===== config.mk =====
export PLATFORM = sky130hd
export DESIGN_NAME = cache_refill_controller
export DESIGN_NICKNAME = d
export VERILOG_FILES = /design/src/rtl/cache_refill_controller.sv
export SDC_FILE = /design/constraint.sdc
export NUM_CORES = 1
export LEC_CHECK = 0
export BUFFER_PORTS_ARGS = -buffer_cell sky130_fd_sc_hd__buf_4
export CORE_MARGIN = 2
export CORE_UTILIZATION = 40
export CTS_CLUSTER_DIAMETER = 50
export CTS_CLUSTER_SIZE = 14
export DETAILED_ROUTE_END_ITERATION = 6
export GPL_ROUTABILITY_DRIVEN = 0
export PLACE_DENSITY = 0.71
export REMOVE_ABC_BUFFERS = 1
export SLEW_MARGIN = 20
export SYNTH_ARGS = -nofsm -noshare
export SYNTH_HDL_FRONTEND = slang
export SYNTH_SLANG_ARGS = --single-unit

===== constraint.sdc =====
create_clock -name clk -period 4.8 [get_ports clk]
set_input_delay 0.48 -clock clk [delete_from_list [all_inputs] [get_ports clk]]
set_output_delay 0.48 -clock clk [all_outputs]
set_load 0.02 [all_outputs]

===== src/rtl/cache_refill_controller.sv =====
// Refill/writeback sequencer for a 4-way set-associative cache. It runs one CPU
// request at a time: lookup, optional dirty-victim writeback, line refill, access.
module cache_refill_controller #(
  parameter int ADDRESS_WORD_SIZE = 32,
  parameter int TAG_SIZE          = 19,
  parameter int BLOCK_SIZE        = 16,
  parameter int NUMBER_OF_SETS    = 128
) (
  input  logic                         clk,
  input  logic                         rst_b,
  input  logic                         req_valid,
  output logic                         req_ready,
  input  logic                         req_write,
  input  logic [ADDRESS_WORD_SIZE-1:0] req_addr,
  input  logic [7:0]                   req_wdata,
  output logic [ADDRESS_WORD_SIZE-1:0] address_word,
  output logic                         try_read,
  output logic                         try_write,
  output logic [7:0]                   write_data,
  input  logic                         hit_miss,
  input  logic [3:0]                   hit_miss_set,
  input  logic [7:0]                   ages,
  input  logic                         victim_dirty,
  input  logic [TAG_SIZE-1:0]          victim_tag,
  input  logic [7:0]                   victim_rdata,
  output logic [3:0]                   reset_age,
  output logic [3:0]                   increment_age,
  output logic                         fill_we,
  output logic [3:0]                   fill_way,
  output logic [$clog2(BLOCK_SIZE)-1:0] fill_offset,
  output logic                         mem_req,
  output logic                         mem_we,
  output logic [ADDRESS_WORD_SIZE-1:0] mem_addr,
  output logic [7:0]                   mem_wdata,
  input  logic [7:0]                   mem_rdata,
  input  logic                         mem_ack,
  output logic                         done,
  output logic                         resp_hit
);

  localparam int OFFSET_BITS = $clog2(BLOCK_SIZE);
  localparam int SET_BITS    = $clog2(NUMBER_OF_SETS);

  typedef enum logic [2:0] {
    IDLE, LOOKUP, WRITEBACK, REFILL, ACCESS, DONE
  } state_t;

  state_t                         state_q, state_d;
  logic [OFFSET_BITS-1:0]         beat_q;
  logic [ADDRESS_WORD_SIZE-1:0]   addr_q;
  logic                           write_q;
  logic [7:0]                     wdata_q;
  logic                           hit_q;
  logic [3:0]                     way_q;
  logic [TAG_SIZE-1:0]            vtag_q;

  logic [1:0] best_idx, best_age;
  logic [3:0] victim_way;
  logic [1:0] way_idx, way_age;
  logic [3:0] age_inc;
  logic       last_beat;

  // Tag sits in the top bits and set/offset in the low bits; any bits between
  // them are not part of a line address and are driven as zero.
  function automatic logic [ADDRESS_WORD_SIZE-1:0] line_addr(
    input logic [TAG_SIZE-1:0]    tag,
    input logic [SET_BITS-1:0]    set,
    input logic [OFFSET_BITS-1:0] beat
  );
    logic [ADDRESS_WORD_SIZE-1:0] a;
    a = '0;
    a[ADDRESS_WORD_SIZE-1 -: TAG_SIZE] = tag;
    a[OFFSET_BITS +: SET_BITS]         = set;
    a[OFFSET_BITS-1:0]                 = beat;
    return a;
  endfunction

  // Strict compare keeps the lowest index among equal maximum ages.
  always_comb begin
    best_idx = 2'd0;
    best_age = ages[1:0];
    for (int i = 1; i < 4; i++) begin
      if (ages[2*i +: 2] > best_age) begin
        best_idx = 2'(i);
        best_age = ages[2*i +: 2];
      end
    end
    victim_way = 4'b0001 << best_idx;
  end

  always_comb begin
    way_idx = 2'd0;
    for (int i = 3; i >= 0; i--) begin
      if (way_q[i]) way_idx = 2'(i);
    end
    way_age = ages[{way_idx, 1'b0} +: 2];
    for (int i = 0; i < 4; i++) begin
      age_inc[i] = !way_q[i] && (ages[2*i +: 2] < way_age);
    end
  end

  assign last_beat = &beat_q;

  always_ff @(posedge clk or posedge rst_b) begin
    if (rst_b) state_q <= IDLE;
    else       state_q <= state_d;
  end

  always_comb begin
    state_d       = state_q;
    req_ready     = 1'b0;
    address_word  = '0;
    try_read      = 1'b0;
    try_write     = 1'b0;
    write_data    = '0;
    reset_age     = '0;
    increment_age = '0;
    fill_we       = 1'b0;
    fill_way      = '0;
    fill_offset   = '0;
    mem_req       = 1'b0;
    mem_we        = 1'b0;
    mem_addr      = '0;
    mem_wdata     = '0;
    done          = 1'b0;
    resp_hit      = 1'b0;
    case (state_q)
      IDLE: begin
        req_ready = 1'b1;
        if (req_valid) state_d = LOOKUP;
      end
      LOOKUP: begin
        try_read     = 1'b1;
        address_word = addr_q;
        if (hit_miss)          state_d = ACCESS;
        else if (victim_dirty) state_d = WRITEBACK;
        else                   state_d = REFILL;
      end
      WRITEBACK: begin
        mem_req     = 1'b1;
        mem_we      = 1'b1;
        mem_addr    = line_addr(vtag_q, addr_q[OFFSET_BITS +: SET_BITS], beat_q);
        mem_wdata   = victim_rdata;
        fill_way    = way_q;
        fill_offset = beat_q;
        if (mem_ack && last_beat) state_d = REFILL;
      end
      REFILL: begin
        mem_req     = 1'b1;
        mem_addr    = line_addr(addr_q[ADDRESS_WORD_SIZE-1 -: TAG_SIZE],
                                addr_q[OFFSET_BITS +: SET_BITS], beat_q);
        fill_way    = way_q;
        fill_offset = beat_q;
        fill_we     = mem_ack;
        write_data  = mem_rdata;
        if (mem_ack && last_beat) state_d = ACCESS;
      end
      ACCESS: begin
        address_word  = addr_q;
        try_read      = !write_q;
        try_write     = write_q;
        write_data    = wdata_q;
        reset_age     = way_q;
        increment_age = age_inc;
        state_d       = DONE;
      end
      DONE: begin
        done     = 1'b1;
        resp_hit = hit_q;
        state_d  = IDLE;
      end
      default: state_d = IDLE;
    endcase
  end

  // The beat counter wraps back to zero at the end of writeback, so the
  // refill phase always starts at beat 0.
  always_ff @(posedge clk or posedge rst_b) begin
    if (rst_b) begin
      beat_q  <= '0;
      addr_q  <= '0;
      write_q <= 1'b0;
      wdata_q <= '0;
      hit_q   <= 1'b0;
      way_q   <= '0;
      vtag_q  <= '0;
    end else begin
      case (state_q)
        IDLE: begin
          if (req_valid) begin
            write_q <= req_write;
            addr_q  <= req_addr;
            wdata_q <= req_wdata;
          end
        end
        LOOKUP: begin
          beat_q <= '0;
          if (hit_miss) begin
            way_q <= hit_miss_set;
            hit_q <= 1'b1;
          end else begin
            way_q  <= victim_way;
            vtag_q <= victim_tag;
            hit_q  <= 1'b0;
          end
        end
        WRITEBACK, REFILL: begin
          if (mem_ack) beat_q <= beat_q + 1'b1;
        end
        default: ;
      endcase
    end
  end

endmodule

== Word-level counts from Yosys, hierarchy flattened ==
Index checks and enable logic that the tools add are counted.
Word-level totals
  register bits after elaboration: 72
  bits in latches: 0
  memory bits (writable): 0
  ROM bits: 0
  input bits: 94
  output and inout port bits: 104
  word-level logic and storage cells: 82
  memories kept: 0
Operators by class
  add/subtract/negate cells: 1
  multiply operators: 0
  divide/modulo/power cells: 0
  $lt $le $gt $ge: 7
  equal/unequal tests: 9
  shifts and indexed selects: 2
  muxes and demuxes: 35
  bitwise logic cells: 1
  reduce and logical (&&, ||, !) cells: 19
Operators by type and width (count)
  32-bit case mux with 2 select lines: 1
  32-bit 2-to-1 mux: 1
  4-bit 2-to-1 mux: 6
  2-bit 2-to-1 mux: 8
  8-bit case mux with 2 select lines: 1
  3-bit case mux with 5 select lines: 1
  3-bit 2-to-1 mux: 4
  1-bit 2-to-1 mux: 10
  2-bit < comparator: 4
  8-bit 2-to-1 mux: 1
  4-bit case mux with 2 select lines: 1
  8-bit by 4-bit variable part select with 2-bit output: 1
  3-bit by 2-bit == test with 1-bit output, second input constant: 2
  3-bit == test, second input constant: 2
  2-bit greater-than comparator: 3
  2-bit != test, second input constant: 3
  2-bit AND reduction: 3
  1-bit logical AND: 5
  1-bit zero test: 5
  4-bit by 1-bit adder with 4-bit output, second input constant: 1
  4-bit AND reduction: 1
  2-bit OR reduction: 2
  1-bit by 2-bit left shift with 4-bit output, first input constant: 1
  3-bit by 1-bit == test with 1-bit output, second input constant: 1
  6 further kinds: 6

== Longest topological paths before layout ==
Gate-level depths: netlist (run 1).
  depth after elaboration: 8
  gate-level depth with buffers: 14

== Least setup slack after synthesis (run 1) ==
No wires, ideal clock.
  kind: input -> register
  from: in ages[1]
  to: reg way_q[2]
  setup time: 0.069 ns
  data arrival time: 3.187 ns
  setup slack: 1.543 ns
  stages: 13
  path buffers: 0
  cell sequence: inv_1 ha_1 o22ai_1 mux2_2 ha_1 inv_1 o22ai_1 mux2_2 ha_1 nand2_1 o21ai_0 or4b_1 nand3_1
Between the ends
  word-level cells in the longest chain between the ends: 8
Ends and longest elaborated chain
  start, declared: RTL line 22  | input logic [7:0] ages,
  2-bit greater-than comparator: RTL line 83  | if (ages[2*i +: 2] > best_age) begin
  2-bit 2-to-1 mux: RTL line 83
  2-bit greater-than comparator: RTL line 83
  2-bit 2-to-1 mux: RTL line 83
  2-bit greater-than comparator: RTL line 83
  2-bit 2-to-1 mux *: RTL line 83
  1-bit by 2-bit left shift with 4-bit output *: RTL line 88  | victim_way = 4'b0001 << best_idx;
  4-bit 2-to-1 mux *: RTL line 198  | if (hit_miss) begin
  end signal, assigned: RTL line 199  | way_q <= hit_miss_set;
  end signal, assigned: RTL line 202  | way_q <= victim_way;
  end, declared: RTL line 54  | logic [3:0] way_q;
Every way passes the cells marked *; elsewhere a longest branch is shown, timed or not.
A chain may end at the register's enable or synchronous reset.

== Worst setup path after layout (run 1) ==
Same ends and word-level chain as after synthesis.

==> results of run 1 <==
[where the power goes]
group,internal [mW],total [mW],leakage (nW),switching [mW]
Combinational,1.05,2.16,1.93,1.11
Clock,0.254,0.485,0.0993,0.231
Sequential,0.908,1.19,0.858,0.278
Total,2.21,3.83,2.88,1.62
[final cells by class]
type,count,area (µm²),share of cell area (%)
sequential,72,1803,31.02
clock inverter,5,56.30,0.9686
tap,133,166.4,2.863
timing repair buffer,197,1479,25.44
clock buffer,11,141.4,2.432
inverter,12,45.04,0.7749
multi-input combinational,275,2122,36.50
[final timing paths]
check / to / cells past startpoint
max: way_q[2]$_DFFE_PP0P_ / 14
min: addr_q[12]$_DFFE_PP0P_ / 2
max reg2reg: vtag_q[12]$_DFFE_PP0P_ / 3
min reg2reg: addr_q[12]$_DFFE_PP0P_ / 1
max in group asynchronous: vtag_q[10]$_DFFE_PP0P_ / 3
min in group clk: wdata_q[4]$_DFFE_PP0P_ / 2
[cells in the final DEF, fill, tap and decap left out, types with 2 or more instances in the layout]
cell,n
inv_1,11
buf_4,197
a22o_1,8
and2_1,59
nor2_1,34
mux2_2,63
mux2i_1,19
and3b_1,3
a21oi_1,11
clkinv_2,2
a211oi_1,4
nand3_1,4
dfrtp_1,71
xor2_1,3
nor2_4,2
o22ai_1,3
nand2_1,12
and3_1,5
o21ai_0,10
o21a_1,2
nor3_1,2
ha_1,13
conb_1,2
clkbuf_8,10
[per-layer routing]
metal  global-route usage (%)  vias up  wire length, µm
met1                    24.31     1686             4605
met4                    5.714        0              146
met5                        0        -                0
met3                    6.051       15              847
met2                    33.44      142             5358
li1                         -     1678                -
[sequential cells by signal, indices dropped and copies added (netlist names)]
register	flops
addr_q	32
beat_q	4
hit_q	1
state_q	3
vtag_q	19
way_q	4
wdata_q	8
write_q	1
[cell families (layout without fill, tap and decap cells)]
logic type,after synthesis,count (layout)
buf+inv,39,225
compound gates,42,42
flops,72,72
fa+ha+maj,13,13
other cells,1,2
mux,82,82
xor+xnor,4,4
simple gates,132,132
[metrics by stage]
stage / hold slack, ns / power, mW / cell area, µm²
after floorplan: 0.4578 / 2.490 / 3955
after global placement: 0.4765 / 3.324 / 5605
after detailed placement: 0.4877 / 3.373 / 5610
after CTS: 0.3226 / 3.870 / 5808
after global routing: 0.3411 / 4.093 / 5813
final: 0.3030 / 3.828 / 5813
==> impl_metrics.toml, run 1 <==
[cts]
cts_max_level = 3
cts_hold_buf = 0
cts_buffers = 9
cts_tree = "yes"
cts.sinks = 72
postCtsSetupBuffers = 0
cts.clk_slew.worst_paths_ns = 0.08
clock_latency_ns = 0.34
cts_resized = 0
cts.path.max_buffers = 2
cts_root_buf = "clkbuf_8"

[logic_synthesis]
synth_most_common_cell = "dfrtp_1"
synth_top_cell_by_area = "dfrtp_1"
synthSimpleGateAreaFrac_pct = 17.86
synth_top_cell_area_share_pct = 44.05
syn_area_um2 = 4090
ys_seq_area_share_pct = 44.05
synth-xor-area-share_pct = 0.8565
synth-main-ff-cell = "dfrtp_1"
synth_top_family_by_area = "multiplexers"
netlist_instances = 385
avgSynthCellArea_um2 = 10.62
ys_seq_elements = 72
synth-adder-area-share_pct = 3.977
synth_common_cells = "72 x dfrtp_1, 63 x mux2_2, 60 x and2_1"
synth_edf_count = 0
synth.distinct_cells = 40
synth-compound-area-share_pct = 6.669
yosys_warnings = 0
synthMuxAreaShare_pct = 21.99
synthArstFlopShare_pct = 100.0
synth_area_leaders = "dfrtp_1 44%, mux2_2 17%, and2_1 9.2%"

[routing]
via_count = 3521
drcViolationCount = 0
routed_wl_um = 10960
drtIter0Drc = 118
wl_per_cell_um = 15.54
ant_nets = 0
via_per_inst = 4.994
drt_pre_antenna_iters = 4

[die]
die_w_um = 105.1
num_rows = 36
dieHeight_um = 105.1
initial_utilization_pct = 41.46
coreArea_um2 = 9864
io_pins = 198
die_area_um2 = 11050

[placed_design]
post-dp-hpwl_um = 8016
dp.cells = 689
io_buffers = 195
dpl_worst_slack_ns = 1.176

[final_layout]
antenna_cells = 0
nets = 674
utilization_pct = 58.93
drive_gt1_share_pct = 49.30
area_growth_syn_to_layout_pct = 42.12
fillers = 841
fin_cells = 705

[setup_path]
crit_path_start_kind = "input port"
worst-path-buf-inv = 3
crit_type = "in2reg"
cp_cell_sequence = "buf_4 > inv_1 > ha_1 > o22ai_1 > mux2_2 > ha_1 > inv_1 > o22ai_1 > mux2_2 > ha_1 > nand2_1 > o21ai_0 > or4b_1 > nand3_1"
reg2reg_from = "state_q[0]$_DFFE_PP0P_"
required_ns = 5.06
crit_slowest_cell = "or4b_1"
worstSetupEndpointType = "flop"
crit_arrival_ns = 3.55
r2r_slack_ns = 2.28
worstPathMaxFanout = 3
slowest_delay_ns = 0.46
startpoint = "ages[1]"
crit_family = "adder cells"
cp_common_cell = "ha_1"

[flow_run]
drv_cap = 0

[timing]
drv_slew = 0
setup_viol = 0
slew_headroom_pct = 28.12
hold_violations = 0
rsz0062_at_grt = "no"
finClkSkew_ns = 0.01321
finalSetupTns_ns = 0
fin_ws_ns = 1.511
finalCriticalPeriod_ns = 3.289
fmax_ghz = 0.3041
worst_slew_pin_slew_ns = 1.078
period_share_pct = 68.52

[power_and_ir_drop]
power.density_nw_per_um2 = 658.5
ir_worst_vdd_v = 0.0003320
leakage_nw = 2.884

[hold_path]
hp-class = "in2async"

[global_route]
grtUsageTotal_pct = 19.78
grt_max_degree = 42
grt_pass1_wl_um = 17600
antenna_found_initial = 0
grt.overflow.total = 0
grt_pass1_vias = 3603

[status]
status = "completed"
Power figures use the tool's default switching activity.
==> inputs of run 2 (changes only) <==
- ABC_AREA: not set -> 1
- PLACE_DENSITY: 0.71 -> 0.74
- clock period: 4.8 -> 3 ns (I/O delays scaled with it)
==> run 2 against run 1 <==
Compared with the run above:
- cell area shrank 1.3%
- total power grew 54%
- synthesized cell count grew 36%
- critical endpoint is now increment_age[0]
- sequential cell count is the same
- routed wire length grew 3.5%
- count of clock-buffer cells in the layout is the same
- largest cell class is now registers
- worst setup slack lost 1.3 ns
- core utilization shrank 0.51 points
- final cell count grew 20%
- clock power grew 53%
==> impl_metrics.toml, run 2 <==
[status]
status = "completed"

[die]
dieHeight_um = 104.9
io_pins = 198
num_rows = 36
coreArea_um2 = 9819
die_w_um = 104.9
initial_utilization_pct = 41.48
die_area_um2 = 11010

[cts]
cts.clk_slew.worst_paths_ns = 0.08
cts.sinks = 72
cts.path.max_buffers = 2
cts_buffers = 9
clock_latency_ns = 0.34
cts_root_buf = "clkbuf_8"
cts_tree = "yes"
postCtsSetupBuffers = 0
cts_max_level = 3

[setup_path]
crit_slowest_cell = "o21ai_0"
cp_common_cell = "nand2_1"
crit_type = "reg2out"
worstSetupEndpointType = "output port"
worstPathMaxFanout = 6
required_ns = 2.70
slowest_delay_ns = 0.44
cp_cell_sequence = "inv_1 > nand2_1 > nand2_1 > nand2_1 > nand2_1 > o21ai_0 > o21ai_0 > ha_1 > a21oi_1 > buf_4"
crit_arrival_ns = 2.49
r2r_cells = 5
crit_path_start_kind = "flop"

[timing]
worst_slew_pin_slew_ns = 0.8366
finalCriticalPeriod_ns = 2.788
fmax_ghz = 0.3587
setup_viol = 0
finalSetupTns_ns = 0
hold_violations = 0
rsz0062_at_grt = "no"
drv_slew = 0
period_share_pct = 92.92
finClkSkew_ns = 0.01055
slew_headroom_pct = 44.22
fin_ws_ns = 0.2123
whs_ns = 0.06239

[routing]
drtIter0Drc = 183
via_count = 4033
wl_per_cell_um = 13.39
drt_pre_antenna_iters = 4
ant_nets = 0
drcViolationCount = 0
via_per_inst = 4.762
routed_wl_um = 11340

[power_and_ir_drop]
power.density_nw_per_um2 = 1027
leakage_nw = 3.242
ir_worst_vdd_v = 0.0005033
power.total_mw = 5.892

[final_layout]
top_register = "addr_q"
utilization_pct = 58.42
area_growth_syn_to_layout_pct = 40.86
antenna_cells = 0
final_common_cell = "buf_4"
final_cell_mix = "196 x buf_4, 112 x nor2_1, 98 x nand2_1"
largest_reg_flops = 32
nets = 816
reg_top3 = "addr_q: 32 flops, vtag_q: 19 flops, wdata_q: 8 flops"
design_area_um2 = 5737
drive_gt1_share_pct = 34.17
fin_cells = 847

[logic_synthesis]
synth_area_leaders = "dfrtp_1 44%, nor2_1 10%, nand2_1 9.0%"
avgSynthCellArea_um2 = 7.787
synth_top_cell_area_share_pct = 44.24
ys_seq_elements = 72
netlist_instances = 523
synthArstFlopShare_pct = 100.0
synth.distinct_cells = 31
synth_edf_count = 0
synth_most_common_cell = "nor2_1"
yosys_warnings = 0
synth-main-ff-cell = "dfrtp_1"
syn_area_um2 = 4073
synth_common_cells = "112 x nor2_1, 98 x nand2_1, 72 x dfrtp_1"
ys_seq_area_share_pct = 44.24
synth_top_cell_by_area = "dfrtp_1"

[placed_design]
io_buffers = 195
dpl-instance-area_um2 = 5548
dp.cells = 831
dpl_worst_slack_ns = -0.07864
post-dp-hpwl_um = 8577

[global_route]
grt_max_degree = 76
grtUsageTotal_pct = 21.18
grt.overflow.total = 0
grt_pass1_wl_um = 18860
grt_pass1_vias = 3975
antenna_found_initial = 0

[hold_path]
hp-class = "in2async"

[flow_run]
drv_cap = 0
## run 2: cell types whose count changed in the layout (fill, tap and decap cells not counted), moves of 5 or more
cell	change
mux2i_1	-19
mux2_2	-63
inv_2	+10
and2_1	-59
nor2_1	+78
o21ai_1	+19
mux2_4	+7
inv_1	+56
o21ai_0	+7
a21oi_1	+24
nand3_1	+8
nand2_1	+86
and3_1	-5
## run 2: per-layer routing
layer	part of all wire, %	up-vias	GRT usage (%)	wire length (µm)
met5	0	-	0	0
met4	1.7	0	7.619	189
met3	6.3	17	4.304	713
met2	51	146	36.13	5733
met1	41	1872	26.55	4703
li1	-	1998	-	-
## run 2: critical path: cells and delay by family, from the launching register on
family | cells | cell delay (ns)
buf+inv | 2 | 0.31
compound gates | 3 | 0.70
flops | 1 | 0.40
simple gates | 4 | 0.41
fa+ha+maj | 1 | 0.33
## run 2: cells by family (layout without fill, tap and decap cells)
logic type	Yosys count	count (layout)	synth area share [%]
other	1	2	0.09208
muxes	7	7	2.581
and+or+nand+nor	238	238	24.52
buffers and inverters	101	291	11.77
adders and majority gates	13	13	3.994
AOI/OAI and AO/OA	91	91	12.81
DFF	72	72	44.24
## run 2: timing repair
action / 4_1_cts / 5_1_grt
hold buffers: 0 / 0
endpoints found under the setup margin: 0 / 2
gates resized for setup: 0 / 1
## run 2: report_power, final
| part | leakage (nW) | total (mW) | switching, mW | internal (mW) |
|---|---|---|---|---|
| combinational | 2.31 | 3.54 | 2.19 | 1.35 |
| sequential | 0.837 | 1.61 | 0.201 | 1.41 |
| clock | 0.0973 | 0.744 | 0.359 | 0.385 |
## run 2: path summary, 6_finish.rpt
path / from / endpoint / slack [ns]
max in group asynchronous: rst_b / way_q[2]$_DFFE_PP0P_ / 2.27
min in group clk: victim_tag[12] / vtag_q[12]$_DFFE_PP0P_ / 0.15
min: rst_b / addr_q[22]$_DFFE_PP0P_ / 0.06
min reg2reg: vtag_q[8]$_DFFE_PP0P_ / vtag_q[8]$_DFFE_PP0P_ / 0.47
max: way_q[2]$_DFFE_PP0P_ / increment_age[0] / 0.21
max reg2reg: state_q[0]$_DFFE_PP0P_ / wdata_q[0]$_DFFE_PP0P_ / 1.16
## run 2: layout make-up
cell class | count | area [µm²]
clock buffers | 11 | 131.4
clock inverters | 5 | 57.56
fillers | 915 | 4083
inverters | 78 | 292.8
multi-input cells | 351 | 1795
flip-flops and latches | 72 | 1802
well taps | 133 | 166.4
repair buffers | 197 | 1491
